===== src/rtl/control_fsm.sv =====
// control_fsm: multi-cycle instruction sequencer; fetches into IR, drives datapath controls, owns the PSR.
// Latency: 3 cycles per instruction (FETCH, DECODE, EXEC), 4 for LOAD (adds LDWB); HALT is terminal until reset.
// Backpressure: none; the sequencer never stalls, and memory is a fixed one-cycle registered read.
//
// Ports:
//   clk, reset        clock; asynchronous active-high reset (state FETCH, IR=0, PSR=0)
//   mem_out_a[15:0]   memory port A read data, valid the cycle after the address
//   flags[4:0]        live ALU flags {N,Z,F,L,C}
//   opcode, imm       ALU operation word and immediate operand
//   imm_sel           ALU B operand from imm
//   mux_a_sel/_b_sel  register file read selects
//   reg_en[15:0]      one-hot register write enable; wb_sel picks ALU bus (0) or mem_out_a (1)
//   w_en_a            memory port A write
//   pc_sel            memory A address from PC (1) or register A (0)
//   pc_en, pc_ld      PC advance / load from register A[9:0]
//   flag_en, psr      PSR capture strobe and current PSR
//   halted            high in HALT
module control_fsm (
    input  logic        clk,
    input  logic        reset,
    input  logic [15:0] mem_out_a,
    input  logic [4:0]  flags,
    output logic [15:0] opcode,
    output logic [15:0] imm,
    output logic        imm_sel,
    output logic [3:0]  mux_a_sel,
    output logic [3:0]  mux_b_sel,
    output logic [15:0] reg_en,
    output logic        wb_sel,
    output logic        w_en_a,
    output logic        pc_sel,
    output logic        pc_en,
    output logic        pc_ld,
    output logic        flag_en,
    output logic [4:0]  psr,
    output logic        halted
);

    typedef enum logic [2:0] {
        S_FETCH  = 3'd0,
        S_DECODE = 3'd1,
        S_EXEC   = 3'd2,
        S_LDWB   = 3'd3,
        S_HALT   = 3'd4
    } state_t;

    // PSR bit positions, matching the flags input.
    localparam int PSR_C = 0;
    localparam int PSR_L = 1;
    localparam int PSR_F = 2;
    localparam int PSR_Z = 3;
    localparam int PSR_N = 4;

    state_t      state;
    state_t      state_nxt;
    logic [15:0] ir;

    // ------------------------------------------------------------------
    // Instruction field split and class decode (pure functions of IR)
    // ------------------------------------------------------------------
    logic [3:0] op;
    logic [3:0] rd;
    logic [3:0] ext;
    logic [3:0] rs;

    assign op  = ir[15:12];
    assign rd  = ir[11:8];
    assign ext = ir[7:4];
    assign rs  = ir[3:0];

    logic is_alu_reg;
    logic is_imm_sx;
    logic is_imm_zx;
    logic is_alu_cls;
    logic is_cmp;
    logic is_load;
    logic is_stor;
    logic is_jcond;
    logic is_halt;

    assign is_alu_reg = (op == 4'b0000);
    assign is_imm_sx  = (op == 4'b0101) || (op == 4'b1001) ||
                        (op == 4'b1011) || (op == 4'b1101);
    assign is_imm_zx  = (op == 4'b0001) || (op == 4'b0010) || (op == 4'b0011);
    assign is_alu_cls = is_alu_reg || is_imm_sx || is_imm_zx;

    // CMP (register form, ext 1011) and CMPI (op 1011) only update flags.
    assign is_cmp     = (is_alu_reg && (ext == 4'b1011)) || (op == 4'b1011);

    assign is_load    = (op == 4'b0100) && (ext == 4'b0000);
    assign is_stor    = (op == 4'b0100) && (ext == 4'b0100);
    assign is_jcond   = (op == 4'b0100) && (ext == 4'b1100);
    assign is_halt    = (op == 4'b1111);

    // The ALU sees the whole IR for its classes; anything else gets a
    // neutral zero word so the ALU does not chase stray encodings.
    assign opcode = is_alu_cls ? ir : 16'h0000;

    always_comb begin
        imm = 16'h0000;
        if (is_imm_sx) begin
            imm = {{8{ir[7]}}, ir[7:0]};
        end else if (is_imm_zx) begin
            imm = {8'h00, ir[7:0]};
        end
    end

    // ------------------------------------------------------------------
    // Jump condition, evaluated against the stored PSR so that a jump
    // right after a compare sees that compare's result.
    // ------------------------------------------------------------------
    logic cond_true;

    always_comb begin
        cond_true = 1'b0;
        case (rd)
            4'b0000: cond_true =  psr[PSR_Z];
            4'b0001: cond_true = ~psr[PSR_Z];
            4'b0010: cond_true =  psr[PSR_C];
            4'b0011: cond_true = ~psr[PSR_C];
            4'b0100: cond_true =  psr[PSR_N];
            4'b0101: cond_true = ~psr[PSR_N];
            4'b0110: cond_true =  psr[PSR_F];
            4'b0111: cond_true = ~psr[PSR_F];
            4'b1000: cond_true =  psr[PSR_L];
            4'b1001: cond_true = ~psr[PSR_L];
            4'b1110: cond_true = 1'b1;
            default: cond_true = 1'b0;
        endcase
    end

    logic [15:0] rd_onehot;
    assign rd_onehot = 16'h0001 << rd;

    // ------------------------------------------------------------------
    // State register, instruction register and PSR
    // ------------------------------------------------------------------
    always_ff @(posedge clk or posedge reset) begin
        if (reset) begin
            state <= S_FETCH;
            ir    <= 16'h0000;
            psr   <= 5'b00000;
        end else begin
            state <= state_nxt;
            // Memory read data for the PC address issued in FETCH is
            // valid during DECODE.
            if (state == S_DECODE) begin
                ir <= mem_out_a;
            end
            if (flag_en) begin
                psr <= flags;
            end
        end
    end

    // ------------------------------------------------------------------
    // Next state and Moore outputs. Every enable defaults low, so an
    // asynchronous reset (which forces FETCH) drops in-flight writes in
    // the same cycle.
    // ------------------------------------------------------------------
    always_comb begin
        state_nxt = state;
        imm_sel   = 1'b0;
        mux_a_sel = 4'h0;
        mux_b_sel = 4'h0;
        reg_en    = 16'h0000;
        wb_sel    = 1'b0;
        w_en_a    = 1'b0;
        pc_sel    = 1'b1;
        pc_en     = 1'b0;
        pc_ld     = 1'b0;
        flag_en   = 1'b0;
        halted    = 1'b0;

        case (state)
            S_FETCH: begin
                state_nxt = S_DECODE;
            end

            S_DECODE: begin
                state_nxt = S_EXEC;
            end

            S_EXEC: begin
                state_nxt = S_FETCH;
                if (is_alu_cls) begin
                    mux_a_sel = rd;
                    mux_b_sel = rs;
                    imm_sel   = is_imm_sx || is_imm_zx;
                    reg_en    = is_cmp ? 16'h0000 : rd_onehot;
                    flag_en   = 1'b1;
                    pc_en     = 1'b1;
                end else if (is_load) begin
                    // Address the memory with rs; data returns in LDWB.
                    pc_sel    = 1'b0;
                    mux_a_sel = rs;
                    state_nxt = S_LDWB;
                end else if (is_stor) begin
                    pc_sel    = 1'b0;
                    mux_a_sel = rs;
                    mux_b_sel = rd;
                    w_en_a    = 1'b1;
                    pc_en     = 1'b1;
                end else if (is_jcond) begin
                    mux_a_sel = rs;
                    pc_en     = 1'b1;
                    pc_ld     = cond_true;
                end else if (is_halt) begin
                    // PC stays on the HALT word.
                    state_nxt = S_HALT;
                end else begin
                    pc_en     = 1'b1;
                end
            end

            S_LDWB: begin
                // Keep the load address on port A so mem_out_a stays valid.
                state_nxt = S_FETCH;
                pc_sel    = 1'b0;
                mux_a_sel = rs;
                wb_sel    = 1'b1;
                reg_en    = rd_onehot;
                pc_en     = 1'b1;
            end

            S_HALT: begin
                state_nxt = S_HALT;
                halted    = 1'b1;
            end

            default: begin
                state_nxt = S_FETCH;
            end
        endcase
    end

endmodule


===== config.mk =====
export PLATFORM = sky130hd
export DESIGN_NAME = control_fsm
export DESIGN_NICKNAME = d
export VERILOG_FILES = /design/src/rtl/control_fsm.sv
export SDC_FILE = /design/constraint.sdc
export NUM_CORES = 1
export LEC_CHECK = 0
export BUFFER_PORTS_ARGS = -buffer_cell sky130_fd_sc_hd__buf_2
export CELL_PAD_IN_SITES_DETAIL_PLACEMENT = 2
export CELL_PAD_IN_SITES_GLOBAL_PLACEMENT = 2
export CORE_ASPECT_RATIO = 0.5
export CORE_MARGIN = 2
export CORE_UTILIZATION = 26
export DETAILED_ROUTE_END_ITERATION = 10
export PLACE_DENSITY = 0.84
export SYNTH_ARGS = -nofsm -noshare
export SYNTH_HDL_FRONTEND = slang
export SYNTH_SLANG_ARGS = --single-unit

===== constraint.sdc =====
create_clock -name clk -period 1.9 [get_ports clk]
set_input_delay 0.19 -clock clk [delete_from_list [all_inputs] [get_ports clk]]
set_output_delay 0.19 -clock clk [all_outputs]
set_load 0.03 [all_outputs]

==> out/qor.txt, run 1 <==
hpwl dp - 5.677 mm
Layout fillers - 678
grt ovf - 0
Max FO, Critical Path - 4
Avg Cell Area, Syn - 9.737 um2
commonest non-fill, non-tap cell in the layout - buf_6
DRC - 0
startpoint types - flop
Final period util - 1.210
fraction of layout cells with a size suffix above 1 - 0.7549
Die Wd - 122.7 um
final net count - 331
Netlist cell types - 51
relative slew slack - 0.7065
slowest CP cell - dfrtp_2
compound-gate portion of the synthesized area - 0.1258
Hold Vio Cnt, Final - 0
vias in the first global route - 2305
vias - 2054
Synth Instances - 188
Async S/R FF share, synth - 1.000
cells traversed along the worst timing path - nor3b_4 > buf_6 > nand4_1 > nor3_4 > a22o_2 > buf_6
largest net degree at the start of global routing - 25
HP Class - in2reg
synthesized cell area - 0.001831 mm2
most frequent CP cell - buf_6
CTS tree - done
CTS max path bufs - 2
Hold WS - 0.1659 ns
initial antenna violation count - 0
RSZ-0062 raised after global routing - yes
Post-Synth Simple-Gate Area - 0.3383
initial DRC count - 91
Critical Path End Type - output pin
Crit path max-delay family - simple AND/OR/NAND/NOR gates
final WL - 10.88 mm
Post-Layout Cell Count - 398
Initial Utilization - 0.2711
placed instance count - 376
Ports - 92
H-tree levels - 1
cts bufs inserted - 3
DRT Pass-1 Iters - 4
Die ar. - 0.007768 mm2
slowest stage delay, CP - 0.44 ns
Final WS setup - -0.3983 ns
Post-synth top flop - dfrtp_1
Worst-Skew Late Latency - 0.27 ns
Worst Tran Pin Value - 0.4356 ns
largest family of logic cells by synthesized area - simple AND/OR/NAND/NOR gates
GP Congestion - 0.8538
Area growth syn-to-layout - 86.47%
CTS root buffer - clkbuf_16
Max Cap Violations - 0
worst clock skew - 0.003178 ns
ANT nets after route - 0
Final setup viols - 56
arrival time at the worst endpoint - 2.11 ns
Post-Synth Adder-Cell Area - 0
port bufs - 91
most frequent cells in the layout - 64 x buf_6, 34 x buf_2, 34 x buf_4
Die Height - 63.33 um
row cnt - 21
status - finished, violations left
number of flops mapped to enable cells by yosys - 0
vias per cell - 5.161
WL per Instance - 27.33 um
Seq cells post-synth - 24
fmax - 0.4351 GHz
Yosys warnings - 0
CP bufs+invs - 2
# clock sinks - 24
Total GRT Usage - 0.2563
Pins Over Slew Limit - 0
antenna cells - 0
failing checks - setup timing
Worst Path Required - 1.71 ns
proportion of synthesized area in mux cells - 0.1224
core area - 0.006753 mm2
Worst-path clk slew - 0.06 ns
first-pass GRT wire length - 14.79 mm
Final Critical Period - 2.298 ns
Setup CP Type - reg2out
XOR/XNOR Fraction of Synth Area - 0.004785
syn_nets - 211
register area share after synthesis - 0.3281
==> layout make-up <==
type                            count  area (um2)  area share
Inverter                            5       18.77    0.005499
Multi-Input combinational cell    138        1386      0.4062
Clock buffer                        3       75.07     0.02199
Tap cell                           92       115.1     0.03372
Sequential cell                    24       609.3      0.1785
Timing Repair Buffer              136        1209      0.3541
==> sequential cells by signal, indices dropped and copies added, names as in the netlist <==
| signal | count |
|---|---|
| ir | 16 |
| psr | 5 |
| state | 3 |
==> cell families (layout without fill, tap and decap cells) <==
family	count (synthesis)	count (layout)
and+or+nand+nor	88	88
AOI/OAI and AO/OA	29	29
buffers and inverters	26	144
DFF	24	24
muxes	20	20
xor gates and xnor gates	1	1
==> cell usage after synthesis, types with 2 or more instances <==
cell      instances  area (um2)
a22o_1            7       61.31
nor3_2            2       20.02
a21oi_1           4       20.02
nor3_1            5       25.02
buf_1             2       7.510
nor2b_1           2       12.51
nand3_1           3       15.01
and3_1            8       50.05
nand3b_1          2       15.01
nor4_4            3       63.81
nor4bb_1          2       20.02
nor2_1           15       56.30
buf_2             3       15.01
nor3b_1           3       22.52
buf_4            10       75.07
inv_1             5       18.77
or3_1             2       12.51
dfrtp_1          24       600.6
mux2_2           19       214.0
and2_1           14       87.58
a31oi_1           2       12.51
o21ai_0           5       25.02
and4bb_2          2       25.02
clkbuf_1          4       15.01
nand2b_1          4       25.02
nand2_1           9       33.78
nor4b_1           3       26.28
==> per-stage QoR <==
stage	util	worst slack [ns]	setup TNS [ns]	cell area, um2
after floorplan	-	-0.09161	-0.3306	1939
after global placement	0.3813	0.01301	0	2575
after detailed placement	0.3813	-0.02684	-0.2721	2575
after CTS	0.4723	-0.2512	-4.967	3189
after global routing	0.5055	-0.4962	-13.14	3413
final	0.5055	-0.3983	-10.88	3413
==> path summary, 6_finish.rpt <==
path | start | endpoint | slack, ns | depth (start not counted)
worst min-delay path | mem_out_a[4] | ir[4]$_DFFE_PP0N_ | 0.17 | 2
min in group asynchronous | reset | ir[6]$_DFFE_PP0N_ | 0.59 | 4
worst max register to register | ir[12]$_DFFE_PP0N_ | state[0]$_DFF_PP0_ | -0.22 | 7
max in group asynchronous | reset | state[2]$_DFF_PP0_ | 1.03 | 4
worst min register to register | state[2]$_DFF_PP0_ | state[0]$_DFF_PP0_ | 0.52 | 1
worst max-delay path | state[2]$_DFF_PP0_ | mux_b_sel[0] | -0.40 | 6
==> per-layer routing <==
layer  part of all wire  vias up  GRT usage
li1                   -      900          -
met1               0.44     1078     0.3197
met2               0.52       61     0.4620
met3              0.029       15    0.03623
met4              0.017        0    0.06609
met5                  0        -          0
==> timing repair <==
item,in CTS,in global routing
buffers inserted,14,9
gates cloned,2,0
endpoints found under the hold margin,24,0
endpoints found under the setup margin,42,59
hold buffers,1,0
pin swaps,26,24
resized for setup,120,80
Power of run 1 is not shown: default switching activity piles up to over one toggle a cycle in this logic, so the estimate is an artifact.
==> inputs of run 2 (changes only) <==
SKIP_CTS_REPAIR_TIMING = 1   (was unset)
==> run 2 against run 1 <==
Against the previous run:
- core utilization decreased by 6.1 points
- hold slack worse by 0.19 ns
- global-route usage is 7.0 points lower
- the flow finishes with violations (hold timing, setup timing)
- register-to-register slack gained 0.22 ns
- sequential share of layout area is 2.3 points higher
==> out/qor.txt, run 2 (synthesis results as in run 1) <==
status - finished, violations left (unchanged)
failing checks - hold timing, setup timing (was setup timing)
Hold WS - -0.02270 ns (was 0.1659 ns)
CTS max path bufs - 2 (unchanged)
commonest non-fill, non-tap cell in the layout - buf_2 (was buf_6)
Worst Path Required - 1.71 ns (about the same)
hpwl dp - 5.677 mm (unchanged)
WL per Instance - 22.20 um (was 27.33 um)
Pins Over Slew Limit - 0 (unchanged)
initial DRC count - 68 (was 91)
Max FO, Critical Path - 7 (was 4)
slowest stage delay, CP - 0.47 ns (was 0.44 ns)
# clock sinks - 24 (unchanged)
Setup CP Type - reg2out (unchanged)
port bufs - 91 (unchanged)
final WL - 8.681 mm (was 10.88 mm)
startpoint types - flop (unchanged)
core area - 0.006753 mm2 (unchanged)
crit path from - ir[14]$_DFFE_PP0N_ (was state[2]$_DFF_PP0_)
arrival time at the worst endpoint - 2.02 ns (was 2.11 ns)
CTS root buffer - clkbuf_16 (unchanged)
GP Congestion - 0.8538 (unchanged)
vias in the first global route - 2052 (was 2305)
DRC - 0 (unchanged)
Final setup viols - 48 (was 56)
Worst-Skew Late Latency - 0.26 ns (was 0.27 ns)
HP Class - in2async (was in2reg)
RSZ-0062 raised after global routing - yes (unchanged)
Worst Reg-to-Reg Cells - 6 (was 7)
Final period util - 1.166 (was 1.210)
ANT nets after route - 0 (unchanged)
biggest regs - ir (16), psr (5), state (3) (unchanged)
most frequent cells in the layout - 64 x buf_2, 36 x buf_4, 25 x buf_6 (was 64 x buf_6, 34 x buf_2, 34 x buf_4)
RR Endpoint - state[0]$_DFF_PP0_ (unchanged)
slowest CP cell - dfrtp_2 (unchanged)
vias - 1941 (was 2054)
Total GRT Usage - 0.1865 (was 0.2563)
Max Cap Violations - 0 (unchanged)
worst clock skew - 0.0009646 ns (was 0.003178 ns)
H-tree levels - 1 (unchanged)
final net count - 324 (was 331)
Ports - 92 (unchanged)
vias per cell - 4.964 (was 5.161)
Die ar. - 0.007768 mm2 (unchanged)
largest net degree at the start of global routing - 25 (unchanged)
relative slew slack - 0.7128 (was 0.7065)
antenna cells - 0 (unchanged)
DRT Pass-1 Iters - 4 (unchanged)
fmax - 0.4516 GHz (was 0.4351 GHz)
Post-DP Area - 0.002575 mm2 (unchanged)
Hold Vio Cnt, Final - 24 (was 0)
reg2reg setup slack - 0 ns (was -0.22 ns)
grt ovf - 0 (unchanged)
cells traversed along the worst timing path - nor2_1 > o21a_4 > a31oi_4 > buf_12 > nor4bb_4 > buf_4 (was nor3b_4 > buf_6 > nand4_1 > nor3_4 > a22o_2 > buf_6)
launching point of the worst reg2reg path - ir[5]$_DFFE_PP0N_ (was ir[12]$_DFFE_PP0N_)
fin area - 0.003002 mm2 (was 0.003413 mm2)
Area growth syn-to-layout - 63.98% (was 86.47%)
Final Critical Period - 2.214 ns (was 2.298 ns)
fraction of layout cells with a size suffix above 1 - 0.6656 (was 0.7549)
Critical Path End Type - output pin (unchanged)
Worst Tran Pin Value - 0.4308 ns (was 0.4356 ns)
cts bufs inserted - 3 (unchanged)
largest register by flop count - ir (unchanged)
initial antenna violation count - 0 (unchanged)
Final WS setup - -0.3145 ns (was -0.3983 ns)
Initial Utilization - 0.2711 (unchanged)
Die Wd - 122.7 um (unchanged)
row cnt - 21 (unchanged)
Die Height - 63.33 um (unchanged)
CTS tree - done (unchanged)
Worst-path clk slew - 0.06 ns (about the same)
first-pass GRT wire length - 11.39 mm (was 14.79 mm)
max reg flops - 16 (unchanged)
## run 2: worst max-delay path by stage
stage	end	slack, ns	cells past startpoint
2_1_floorplan	reg_en[0]	-0.09	6
3_3_place_gp	pc_ld	0.01	6
4_1_cts	pc_ld	-0.35	6
5_1_grt	reg_en[0]	-0.41	6
6_report	reg_en[9]	-0.31	6
3_5_place_dp	reg_en[12]	-0.03	6
## run 2: cell type report
cell class,instances,area [um2]
Clock buffer,3,75.07
Fill cell,704,3751
Inverter,5,18.77
Multi-Input combinational cell,139,1262
Sequential cell,24,605.6
Tap cell,92,115.1
Timing Repair Buffer,128,924.6
## run 2: routing by layer
layer | track usage | wire length [um] | part of all wire
met1 | 0.2295 | 3748 | 0.43
met2 | 0.3612 | 4632 | 0.53
met3 | 0.01812 | 230 | 0.026
met4 | 0.01724 | 70 | 0.0081
met5 | 0 | 0 | 0
## run 2: stage by stage
stage	utilization	hold WS [ns]	setup TNS, ns	cells	worst slack [ns]
3_5_place_dp	0.3813	0.2629	-0.2721	376	-0.02684
3_3_place_gp	0.3813	0.2525	0	376	0.01301
4_1_cts	0.3924	-0.009346	-8.713	379	-0.3521
5_1_grt	0.4445	0.03224	-13.29	391	-0.4092
2_1_floorplan	-	0.2046	-0.3306	188	-0.09161
6_report	0.4445	-0.02270	-8.983	391	-0.3145
## run 2: worst max-delay path: cells and delay by family, from the launching register on
family | cells | cell delay (ns)
and+or+nand+nor | 2 | 0.54
DFF | 1 | 0.47
buffers and inverters | 2 | 0.38
AOI/OAI and AO/OA | 2 | 0.35
Power of run 2 is left out for the same reason.
